$ cat src/rtl/ariane_pkg.sv
// Minimal stand-in for the core package; provides the scoreboard transaction-id width.
package ariane_pkg;
  localparam int unsigned TRANS_ID_BITS = 3;
endpackage

$ cat src/rtl/serdiv_req_queue_if.sv
// Issue-side request and divider-side handshake bundle for serdiv_req_queue.
// slave = the queue itself; master = the environment driving requests / modelling the divider.
interface serdiv_req_queue_if #(
  parameter int unsigned WIDTH         = 64,
  parameter int unsigned TRANS_ID_BITS = ariane_pkg::TRANS_ID_BITS
);
  logic                     req_vld_i;
  logic                     req_rdy_o;
  logic [TRANS_ID_BITS-1:0] req_id_i;
  logic [WIDTH-1:0]         req_op_a_i;
  logic [WIDTH-1:0]         req_op_b_i;
  logic [1:0]               req_opcode_i;
  logic                     req_op_a_label_i;
  logic                     req_op_b_label_i;

  logic                     div_vld_o;
  logic                     div_rdy_i;
  logic [TRANS_ID_BITS-1:0] div_id_o;
  logic [WIDTH-1:0]         div_op_a_o;
  logic [WIDTH-1:0]         div_op_b_o;
  logic [1:0]               div_opcode_o;
  logic                     div_op_a_label_o;
  logic                     div_op_b_label_o;

  modport slave (
    input  req_vld_i, req_id_i, req_op_a_i, req_op_b_i, req_opcode_i,
           req_op_a_label_i, req_op_b_label_i, div_rdy_i,
    output req_rdy_o, div_vld_o, div_id_o, div_op_a_o, div_op_b_o, div_opcode_o,
           div_op_a_label_o, div_op_b_label_o
  );

  modport master (
    output req_vld_i, req_id_i, req_op_a_i, req_op_b_i, req_opcode_i,
           req_op_a_label_i, req_op_b_label_i, div_rdy_i,
    input  req_rdy_o, div_vld_o, div_id_o, div_op_a_o, div_op_b_o, div_opcode_o,
           div_op_a_label_o, div_op_b_label_o
  );
endinterface

$ cat src/rtl/serdiv_req_queue.sv
// In-order request FIFO in front of the serial divider; push->div_vld_o latency 1 cycle, 0 with
// SERDIV_REQ_QUEUE_BYPASS_EN. Backpressure: req_rdy_o low when full/flushing; pops gated by registered divider ready.
module serdiv_req_queue #(
  parameter int unsigned WIDTH         = 64,
  parameter int unsigned DEPTH         = 2,
  parameter int unsigned TRANS_ID_BITS = ariane_pkg::TRANS_ID_BITS
) (
  input  logic                       clk_i,
  input  logic                       rst_ni,
  input  logic                       flush_i,
  serdiv_req_queue_if.slave          q,
  output logic [$clog2(DEPTH+1)-1:0] occ_o
);

  localparam int unsigned PTR_W = (DEPTH > 1) ? $clog2(DEPTH) : 1;
  localparam int unsigned OCC_W = $clog2(DEPTH + 1);

  typedef struct packed {
    logic [TRANS_ID_BITS-1:0] id;
    logic [WIDTH-1:0]         op_a;
    logic [WIDTH-1:0]         op_b;
    logic [1:0]               opcode;
    logic                     a_label;
    logic                     b_label;
  } entry_t;

  entry_t             mem_q [DEPTH];
  entry_t             mem_d [DEPTH];
  entry_t             req_ent;
  entry_t             out_ent;
  logic [PTR_W-1:0]   wr_ptr_q, wr_ptr_d;
  logic [PTR_W-1:0]   rd_ptr_q, rd_ptr_d;
  logic [OCC_W-1:0]   occ_q, occ_d;
  logic               div_rdy_q, div_rdy_d;
  logic               empty, full, req_rdy, queue_vld, bypass, push, pop;

  assign req_ent = '{id:      q.req_id_i,
                     op_a:    q.req_op_a_i,
                     op_b:    q.req_op_b_i,
                     opcode:  q.req_opcode_i,
                     a_label: q.req_op_a_label_i,
                     b_label: q.req_op_b_label_i};

  assign empty = (occ_q == '0);
  assign full  = (occ_q == OCC_W'(DEPTH));

  // rst_ni term keeps ready low while reset is held, not just after the first edge
  assign req_rdy   = rst_ni && !full && !flush_i;
  // div_rdy_q covers the divider's one-cycle gap between in_rdy_o rising and it sampling a valid
  assign queue_vld = !empty && div_rdy_q && q.div_rdy_i && !flush_i;

`ifdef SERDIV_REQ_QUEUE_BYPASS_EN
  assign bypass = empty && div_rdy_q && q.div_rdy_i && q.req_vld_i && !flush_i;
`else
  assign bypass = 1'b0;
`endif

  assign push    = q.req_vld_i && req_rdy && !bypass;
  assign pop     = queue_vld;
  assign out_ent = bypass ? req_ent : mem_q[rd_ptr_q];

  assign q.req_rdy_o        = req_rdy;
  assign q.div_vld_o        = queue_vld || bypass;
  assign q.div_id_o         = out_ent.id;
  assign q.div_op_a_o       = out_ent.op_a;
  assign q.div_op_b_o       = out_ent.op_b;
  assign q.div_opcode_o     = out_ent.opcode;
  assign q.div_op_a_label_o = out_ent.a_label;
  assign q.div_op_b_label_o = out_ent.b_label;
  assign occ_o              = occ_q;

  always_comb begin
    wr_ptr_d  = wr_ptr_q;
    rd_ptr_d  = rd_ptr_q;
    occ_d     = occ_q;
    div_rdy_d = q.div_rdy_i;
    mem_d     = mem_q;

    if (push) begin
      mem_d[wr_ptr_q] = req_ent;
      wr_ptr_d        = wr_ptr_q + PTR_W'(1);
    end
    if (pop) begin
      rd_ptr_d = rd_ptr_q + PTR_W'(1);
    end
    case ({push, pop})
      2'b10:   occ_d = occ_q + OCC_W'(1);
      2'b01:   occ_d = occ_q - OCC_W'(1);
      default: occ_d = occ_q;
    endcase

    if (flush_i) begin
      wr_ptr_d = '0;
      rd_ptr_d = '0;
      occ_d    = '0;
    end
  end

  always_ff @(posedge clk_i or negedge rst_ni) begin
    if (!rst_ni) begin
      wr_ptr_q  <= '0;
      rd_ptr_q  <= '0;
      occ_q     <= '0;
      div_rdy_q <= 1'b0;
    end else begin
      wr_ptr_q  <= wr_ptr_d;
      rd_ptr_q  <= rd_ptr_d;
      occ_q     <= occ_d;
      div_rdy_q <= div_rdy_d;
    end
  end

  // Payload storage carries no reset; occupancy alone decides what is valid
  always_ff @(posedge clk_i) begin
    mem_q <= mem_d;
  end

endmodule

$ cat src/flat_wrapper.sv
// flat-port wrapper written by rule: the top's interface ports become plain ports
module serdiv_req_queue_flat 
#(
  parameter int unsigned WIDTH         = 64,
  parameter int unsigned DEPTH         = 2,
  parameter int unsigned TRANS_ID_BITS = ariane_pkg::TRANS_ID_BITS
)
  (clk_i, rst_ni, flush_i, occ_o, q_req_vld_i, q_req_id_i, q_req_op_a_i, q_req_op_b_i, q_req_opcode_i, q_req_op_a_label_i, q_req_op_b_label_i, q_div_rdy_i, q_req_rdy_o, q_div_vld_o, q_div_id_o, q_div_op_a_o, q_div_op_b_o, q_div_opcode_o, q_div_op_a_label_o, q_div_op_b_label_o);
  serdiv_req_queue_if #(.WIDTH(WIDTH), .TRANS_ID_BITS(TRANS_ID_BITS)) q_i ();
  input  logic clk_i;
  input  logic rst_ni;
  input  logic flush_i;
  output logic [$clog2(DEPTH+1)-1:0] occ_o;
  input wire logic [$bits(q_i.req_vld_i)-1:0] q_req_vld_i;
  input wire logic [$bits(q_i.req_id_i)-1:0] q_req_id_i;
  input wire logic [$bits(q_i.req_op_a_i)-1:0] q_req_op_a_i;
  input wire logic [$bits(q_i.req_op_b_i)-1:0] q_req_op_b_i;
  input wire logic [$bits(q_i.req_opcode_i)-1:0] q_req_opcode_i;
  input wire logic [$bits(q_i.req_op_a_label_i)-1:0] q_req_op_a_label_i;
  input wire logic [$bits(q_i.req_op_b_label_i)-1:0] q_req_op_b_label_i;
  input wire logic [$bits(q_i.div_rdy_i)-1:0] q_div_rdy_i;
  output wire logic [$bits(q_i.req_rdy_o)-1:0] q_req_rdy_o;
  output wire logic [$bits(q_i.div_vld_o)-1:0] q_div_vld_o;
  output wire logic [$bits(q_i.div_id_o)-1:0] q_div_id_o;
  output wire logic [$bits(q_i.div_op_a_o)-1:0] q_div_op_a_o;
  output wire logic [$bits(q_i.div_op_b_o)-1:0] q_div_op_b_o;
  output wire logic [$bits(q_i.div_opcode_o)-1:0] q_div_opcode_o;
  output wire logic [$bits(q_i.div_op_a_label_o)-1:0] q_div_op_a_label_o;
  output wire logic [$bits(q_i.div_op_b_label_o)-1:0] q_div_op_b_label_o;
  assign q_i.req_vld_i = q_req_vld_i;
  assign q_i.req_id_i = q_req_id_i;
  assign q_i.req_op_a_i = q_req_op_a_i;
  assign q_i.req_op_b_i = q_req_op_b_i;
  assign q_i.req_opcode_i = q_req_opcode_i;
  assign q_i.req_op_a_label_i = q_req_op_a_label_i;
  assign q_i.req_op_b_label_i = q_req_op_b_label_i;
  assign q_i.div_rdy_i = q_div_rdy_i;
  assign q_req_rdy_o = q_i.req_rdy_o;
  assign q_div_vld_o = q_i.div_vld_o;
  assign q_div_id_o = q_i.div_id_o;
  assign q_div_op_a_o = q_i.div_op_a_o;
  assign q_div_op_b_o = q_i.div_op_b_o;
  assign q_div_opcode_o = q_i.div_opcode_o;
  assign q_div_op_a_label_o = q_i.div_op_a_label_o;
  assign q_div_op_b_label_o = q_i.div_op_b_label_o;
  serdiv_req_queue #(.WIDTH(WIDTH), .DEPTH(DEPTH), .TRANS_ID_BITS(TRANS_ID_BITS)) u_core (.clk_i(clk_i), .rst_ni(rst_ni), .flush_i(flush_i), .q(q_i), .occ_o(occ_o));
endmodule
$ cat config.mk
export PLATFORM = sky130hd
export DESIGN_NAME = serdiv_req_queue_flat
export DESIGN_NICKNAME = d
export VERILOG_FILES = /design/src/rtl/ariane_pkg.sv /design/src/rtl/serdiv_req_queue_if.sv /design/src/rtl/serdiv_req_queue.sv /design/src/flat_wrapper.sv
export SDC_FILE = /design/constraint.sdc
export NUM_CORES = 1
export LEC_CHECK = 0
export CAP_MARGIN = 20
export CORE_MARGIN = 2
export CORE_UTILIZATION = 31
export DETAILED_ROUTE_END_ITERATION = 8
export PLACE_DENSITY_LB_ADDON = 0.08
export RECOVER_POWER = 25
export SYNTH_ARGS = -nofsm -noshare
export SYNTH_HDL_FRONTEND = slang
export SYNTH_SLANG_ARGS = --single-unit
$ cat constraint.sdc
create_clock -name clk_i -period 4.5 [get_ports clk_i]
set_clock_uncertainty 0.1 [all_clocks]
set_input_delay 0.9 -clock clk_i [delete_from_list [all_inputs] [get_ports clk_i]]
set_output_delay 0.9 -clock clk_i [all_outputs]
set_load 0.1 [all_outputs]
Word level (Yosys, flattened, before mapping)
Index checks and enable logic that the tools add are counted.

operators by class
  add/sub/neg operators = 4
  multiply operators = 0
  divide/modulo/power cells = 0
  order comparisons = 3
  equal/unequal tests = 3
  shift-type cells = 0
  muxes and demuxes = 12
  bitwise gates (word level) = 2
  reductions and logical operators = 14

operator list
  cell                   count
  $mux W135              4
  $bwmux W270            1
  $demux W135 S1         1
  $logic_and A1 B1 Y1    7
  $eq A2 B2 Y1 const B   2
  $ge A2 B2 Y1 const B   2
  $mux W1                4
  $not A1 Y2             2
  $pmux W2 S2            1
  $reduce_bool A2 Y1     2
  $logic_not A1 Y1       3
  $reduce_bool A3 Y1     1
  $add A1 B1 Y1 const B  2
  $add A2 B1 Y2 const B  1
  $eq A2 B1 Y1 const B   1
  $logic_not A2 Y1       1
  $lt A2 B1 Y1 const B   1
  $mux W2                1
  $sub A2 B1 Y2 const B  1

storage, ports and cells
  register bits after elaboration = 275
  bits in latches = 0
  memory bits (writable) = 0
  bits in read-only memories = 0
  input port bits = 140
  output and inout bits = 139
  word-level logic and storage cells = 54
  memories kept = 0

Depth between registers and ports, before layout
Gate-level depths: netlist (run 1).

  depth in word-level cells = 8
  depth in mapped cells = 4
  gate-level depth less buffers = 3

Worst setup path after synthesis (run 1)
OpenSTA, ideal clock, no wires.

  path type = register to register
  start point = reg u_core.occ_q[0], in the netlist u_core.occ_o[0]
  end point = reg u_core.mem_q[135] in the netlist's numbering (enable)
  library setup time = 0.511 ns
  arrival time = 5.755 ns
  data required time = 3.889 ns
  slack = -1.867 ns
  stages on the path, launching flop included = 4
  path buffers = 0
  clock period less this slack = 6.367 ns
  cells stage by stage = dfrtp_1 nor2b_2 nor3b_2 and3b_1

between the ends
  longest elaborated chain between the ends = 5

ends and longest elaborated chain
  element                           line                     source
  start: declaration                serdiv_req_queue.sv:33   logic [OCC_W-1:0] occ_q, occ_d;
  start signal: assignment          serdiv_req_queue.sv:103  occ_q <= '0;
  start signal: assignment          serdiv_req_queue.sv:108  occ_q <= occ_d;
  $eq A2 B2 Y1                      serdiv_req_queue.sv:45   assign full = (occ_q == OCC_W'(DEPTH));
  $logic_not A1 Y1                  serdiv_req_queue.sv:48   assign req_rdy = rst_ni && !full && !flush_i;
  $logic_and A1 B1 Y1 (2 in a row)  serdiv_req_queue.sv:48
  named net q_req_rdy_o             flat_wrapper.sv:22       output wire logic [$bits(q_i.req_rdy_o)-1:0] q_req_rdy_o;
  $logic_and A1 B1 Y1               serdiv_req_queue.sv:58   assign push = q.req_vld_i && req_rdy && !bypass;
  end signal: assignment            serdiv_req_queue.sv:115  mem_q <= mem_d;
  end: declaration                  serdiv_req_queue.sv:27   entry_t mem_q [DEPTH];

The timed path passes the listed nets, and every way through them passes these cells.
A chain may end at the register's enable or synchronous reset.

Final worst setup path (run 1)
  start point = reg u_core.rd_ptr_q
  end point = out q_div_op_a_label_o

between the ends
  longest elaborated chain between the ends = 4

ends and longest elaborated chain
  element                                       line                     source
  start: declaration                            serdiv_req_queue.sv:32   logic [PTR_W-1:0] rd_ptr_q, rd_ptr_d;
  start signal: assignment                      serdiv_req_queue.sv:107  rd_ptr_q <= rd_ptr_d;
  $not A1 Y2 (implied by the code)              serdiv_req_queue.sv:60   assign out_ent = bypass ? req_ent : mem_q[rd_ptr_q];
  $mux W135 (implied by the code) (3 in a row)  serdiv_req_queue.sv:60
  end: declaration                              flat_wrapper.sv:28       output wire logic [$bits(q_i.div_op_a_label_o)-1:0] q_div_op_a_label_o;

No other way between the ends. The select of a mux whose other input is x is not followed.

==> results.sh, run 1 <==
export IMPL_synth_most_common_cell="edfxtp_1"
export IMPL_crit_arrival_ns=2.86
export IMPL_grt_usage_pct=12.7
export IMPL_placed_area_um2=13300
export IMPL_yosys_warnings=0
export IMPL_hp_class="flop to flop"
export IMPL_post_cts_buffers=0
export IMPL_p_leak_nw=4.95
export IMPL_hold_viol=0
export IMPL_core_area_um2=32400
export IMPL_cts_buffer_depth=3
export IMPL_drv_slew=0
export IMPL_postRouteAntennaNets=0
export IMPL_period_needed_ns=3.86
export IMPL_port_buffers=278
export IMPL_max_clock_freq_ghz=0.259
export IMPL_synth_seq_cells=275
export IMPL_synth_edf_count=270
export IMPL_cp_max_fo=36
export IMPL_area_growth_pct=41.9
export IMPL_start_util_pct=31.4
export IMPL_grt_antenna_before_repair=9
export IMPL_rows=66
export IMPL_timing_slew_headroom_pct=33.4
export IMPL_wirelength_um=22500
export IMPL_grt_pass1_wl_um=32400
export IMPL_ir_drop_mv=0.282
export IMPL_cts_resized=0
export IMPL_first_pass_iters=6
export IMPL_worst_ep_required_time_ns=3.50
export IMPL_postCtsHoldBufs=0
export IMPL_design_area_um2=14400
export IMPL_die_h_um=185
export IMPL_clk_latency_ns=0.49
export IMPL_period_share_pct=85.8
export IMPL_ios=279
export IMPL_grt_ovfl_total=0
export IMPL_ys_top_cells_by_count="edfxtp_1, mux2_2, mux2_4"
export IMPL_synth_seq_area_share_pct=81.1
export IMPL_post_drt_via_cell_ratio=4.31
export IMPL_ys_top_cells_by_area="edfxtp_1, mux2_2, mux2_4, dfrtp_1, buf_6"
export IMPL_ys_flop_type="edfxtp_1"
export IMPL_cts_buffers_inserted=34
export IMPL_drive_gt1_share_pct=35.9
export IMPL_critPathKind="flop to primary output"
export IMPL_vias=5288
export IMPL_status="complete, no violations"
export IMPL_avgSynthCellArea_um2=22.7
export IMPL_place_hpwl_um=15100
export IMPL_async_flop_share_pct=1.82
export IMPL_end_kind="primary output"
export IMPL_synthesis_area_um2=10200
export IMPL_final_nets=896
export IMPL_setup_viol=0
export IMPL_synth_top_area_cell="edfxtp_1"
export IMPL_cts_root_buf="clkbuf_16"
export IMPL_die_w_um=185
export IMPL_finalPower_w=0.00627
export IMPL_ys_types=24
export IMPL_drc_errors=0
export IMPL_grt_pass1_vias=5696
export IMPL_syn_num_nets=588
export IMPL_setup_tns_ns=0
export IMPL_cts_sinks=275
export IMPL_start_kind="flop"
export IMPL_drv_cap=0
export IMPL_cts_clk_slew_worst_paths_ns=0.05
export IMPL_synth_top_cell_area_share_pct=79.8
export IMPL_routabilityCongestion=0.727
export IMPL_p_per_area_nw_per_um2=435
export IMPL_first_iter_violations=231
export IMPL_h_tree_depth=2
export IMPL_rsz0062_at_grt="no"
export IMPL_tightest_slew_ns=0.996
export IMPL_dp_slack_ns=1.15
export IMPL_cts_tree="yes"
export IMPL_dieArea_um2=34200
export IMPL_postLayoutSetupSlackWorst_ns=0.641
export IMPL_grt_max_degree=73
export IMPL_wl_per_cell_um=18.3
export IMPL_synthCells=448
power breakdown:
part           leakage, nW  internal (W)  switching, W
sequential            2.52       0.00287     0.0000178
clock                0.515       0.00160      0.000973
combinational         1.92      0.000246      0.000559
total                 4.95       0.00472       0.00155
routing by layer:
layer	share of wire (%)	global-route usage, %	vias to the layer above	wire, um
met4	2.2	4.16	10	493
met3	12	6.76	47	2740
li1	-	-	2424	-
met1	38	14.1	2585	8600
met2	47	20.9	222	10500
met5	0.32	0	-	71
critical path, cell delays in order (launching register included):
cell,delay (ns)
dfrtp_4,0.68
buf_12,0.28
mux2_2,0.36
clkdlybuf4s50_1,0.98
path summary, 6_finish.rpt:
| path | startpoint | end | slack, ns | cells past startpoint |
|---|---|---|---|---|
| worst max-delay path | u_core.rd_ptr_q$_DFFE_PN0P_ | q_div_op_a_label_o | 0.64 | 3 |
| worst min-delay path | u_core.wr_ptr_q$_DFFE_PN0P_ | u_core.wr_ptr_q$_DFFE_PN0P_ | 0.51 | 2 |
| worst max register to register | u_core.occ_o[1]$_DFFE_PN0P_ | u_core.mem_q[71]$_DFFE_PP_ | 2.48 | 4 |
| max in group asynchronous | rst_ni | u_core.rd_ptr_q$_DFFE_PN0P_ | 3.37 | 1 |
| worst min register to register | u_core.wr_ptr_q$_DFFE_PN0P_ | u_core.wr_ptr_q$_DFFE_PN0P_ | 0.51 | 2 |
| min in group asynchronous | rst_ni | u_core.div_rdy_q$_DFF_PN0_ | 0.65 | 1 |
cell usage in the layout (no fill, tap or decap), drive strengths merged, types with 2 or more instances in the layout:
cell / n
clkinv: 12
clkbuf: 45
a31oi: 2
nand2: 2
dfrtp: 5
clkinvlp: 2
or3: 2
dlygate4sd3: 88
edfxtp: 270
clkdlybuf4s50: 102
nor2: 2
bufinv: 2
buf: 97
mux2: 135
diode: 4
nand3: 3
sequential cells by signal (all words and copies together) (netlist names):
register / cells
u_core.occ_o: 2
u_core.wr_ptr_q: 1
u_core.rd_ptr_q: 1
u_core.div_rdy_q: 1
u_core.mem_q: 270
stage by stage:
step           hold slack (ns)  instances  util (%)
2_1_floorplan            0.422        448         -
3_3_place_gp             0.452       1162      41.2
3_5_place_dp             0.483       1162      41.2
4_1_cts                  0.517       1223      44.5
5_1_grt                  0.538       1225      44.5
6_report                 0.512       1227      44.5
layout make-up:
cell class,count,area [um^2]
diodes,4,10.0
clock buffers,45,956
clock inverters,16,121
fillers,2909,18000
multi-input cells,158,1830
flip-flops and latches,275,8240
well taps,442,553
repair buffers,287,2710
cell families after synthesis:
logic type | Yosys count | share of synthesized area (%)
buf+inv | 15 | 1.05
simple gates | 16 | 0.998
compound gates | 6 | 0.369
mux | 135 | 16.4
xor+xnor | 1 | 0.0862
flops | 275 | 81.1
No activity file was read; power rests on OpenSTA's default activity.
==> run 2, diff against run 1 <==
--- a/config.mk
+++ b/config.mk
@@ -5,9 +5,8 @@
 export SDC_FILE = /design/constraint.sdc
 export NUM_CORES = 1
 export LEC_CHECK = 0
-export CAP_MARGIN = 20
 export CORE_MARGIN = 2
-export CORE_UTILIZATION = 31
+export CORE_UTILIZATION = 43
 export DETAILED_ROUTE_END_ITERATION = 8
 export PLACE_DENSITY_LB_ADDON = 0.08
 export RECOVER_POWER = 25
==> run 2 against run 1 <==
  * Clock power fell by 15%
  * Hold slack better by 0.016 ns
  * Die area shrank 27%
  * Global-route usage grew 3.6 points
  * Critical path depth is the same
  * Design area is 2.0% lower
  * Clock-buffer cell count is 14 lower
  * First-iteration DRC count rose by 2.6%
  * Power is 6.2% lower
  * Wire length is 5.8% lower
  * Via count fell by 0.43%
  * Utilization rose by 16 points
==> results.sh, run 2 (synthesis results as in run 1) <==
export IMPL_start_kind="flop"
export IMPL_cts_root_buf="clkbuf_16"
export IMPL_dieArea_um2=24900
export IMPL_timing_slew_headroom_pct=28.8
export IMPL_cts_tree="yes"
export IMPL_first_iter_violations=237
export IMPL_max_clock_freq_ghz=0.250
export IMPL_status="complete, no violations"
export IMPL_p_leak_nw=4.84
export IMPL_area_growth_pct=39.1
export IMPL_dp_slack_ns=0.992
export IMPL_port_buffers=278
export IMPL_hp_class="flop to flop"
export IMPL_drv_cap=0
export IMPL_period_share_pct=89.0
export IMPL_ios=279
export IMPL_layout_common_cells="edfxtp_1, clkdlybuf4s50_1, mux2_2"
export IMPL_routabilityCongestion=0.767
export IMPL_design_area_um2=14100
export IMPL_cts_buffer_depth=3
export IMPL_tightest_slew_ns=1.06
export IMPL_grt_max_degree=60
export IMPL_post_cts_buffers=0
export IMPL_p_per_area_nw_per_um2=416
export IMPL_n_fill_cell=1741
export IMPL_rsz0062_at_grt="no"
export IMPL_clk_latency_ns=0.53
export IMPL_die_w_um=158
export IMPL_largest_register="u_core.mem_q"
export IMPL_ir_drop_mv=0.312
export IMPL_die_h_um=158
export IMPL_period_needed_ns=4.01
export IMPL_final_common_cell="edfxtp_1"
export IMPL_grt_usage_pct=16.2
export IMPL_vias=5265
export IMPL_crit_arrival_ns=3.01
export IMPL_largest_register_ffs=270
export IMPL_cts_sinks=275
export IMPL_dp_cells=1038
export IMPL_grt_antenna_before_repair=11
export IMPL_cts_resized=0
export IMPL_post_drt_via_cell_ratio=4.79
export IMPL_setup_tns_ns=0
export IMPL_place_hpwl_um=14300
export IMPL_hold_viol=0
export IMPL_drv_slew=0
export IMPL_cts_clk_slew_worst_paths_ns=0.06
export IMPL_drive_gt1_share_pct=32.6
export IMPL_cp_max_fo=36
export IMPL_wl_per_cell_um=19.2
export IMPL_grt_pass1_vias=5532
export IMPL_setup_viol=0
export IMPL_h_tree_depth=1
export IMPL_first_pass_iters=4
export IMPL_multi_input_area_um2=1830
export IMPL_fin_cells=1099
export IMPL_final_nets=890
export IMPL_start_util_pct=43.5
export IMPL_utilization_pct=60.6
export IMPL_worst_ep_required_time_ns=3.50
export IMPL_regArea_um2=8240
export IMPL_postCtsHoldBufs=0
export IMPL_end_kind="primary output"
export IMPL_wirelength_um=21200
export IMPL_postLayoutSetupSlackWorst_ns=0.494
export IMPL_grt_ovfl_total=0
export IMPL_cts_buffers_inserted=29
export IMPL_rows=56
export IMPL_core_area_um2=23300
export IMPL_placed_area_um2=13200
export IMPL_grt_pass1_wl_um=30400
export IMPL_postRouteAntennaNets=0
export IMPL_critPathKind="flop to primary output"
export IMPL_drc_errors=0
-- run 2: critical path, cell delays in order, from the launching register on --
cell and delay (ns):
dfrtp_4 0.77, buf_4 0.34, mux2_2 0.37, clkdlybuf4s50_1 0.98
-- run 2: stage by stage --
step	hold WS, ns	total power, W
finish	0.528	0.00589
global route	0.557	0.00609
CTS	0.521	0.00598
detailed placement	0.500	0.00377
global placement	0.457	0.00376
floorplan	0.422	0.00350
-- run 2: worst paths after layout --
path                                                to  slack (ns)  cells past startpoint                         from
max in group asynchronous  u_core.rd_ptr_q$_DFFE_PN0P_        3.39                      1                       rst_ni
setup / recovery                      q_div_op_b_o[62]        0.49                      3  u_core.rd_ptr_q$_DFFE_PN0P_
setup reg to reg           u_core.mem_q[264]$_DFFE_PP_        1.99                      4  u_core.occ_o[1]$_DFFE_PN0P_
hold reg to reg            u_core.occ_o[1]$_DFFE_PN0P_        0.53                      2   u_core.div_rdy_q$_DFF_PN0_
min in group asynchronous   u_core.div_rdy_q$_DFF_PN0_        0.61                      1                       rst_ni
hold / removal             u_core.occ_o[1]$_DFFE_PN0P_        0.53                      2   u_core.div_rdy_q$_DFF_PN0_
-- run 2: area by class of cell --
type	instances	share of cell area (%)
sequential	275	58.3
timing repair buffer	286	19.5
multi-input combinational	158	13.0
clock buffer	31	5.19
tap	319	2.82
clock inverter	22	1.07
antenna	8	0.142
-- run 2: power breakdown --
part	internal, W	switching (W)
Sequential	0.00287	0.0000195
Combinational	0.000249	0.000557
Clock	0.00128	0.000905
Total	0.00440	0.00148
-- run 2: metal layers --
metal	track usage [%]	share of wire, %	vias to the layer above
met5	0	0.13	-
met1	18.9	38	2594
met2	27.4	50	208
met4	5.97	2.5	4
li1	-	-	2420
met3	6.24	9.7	39
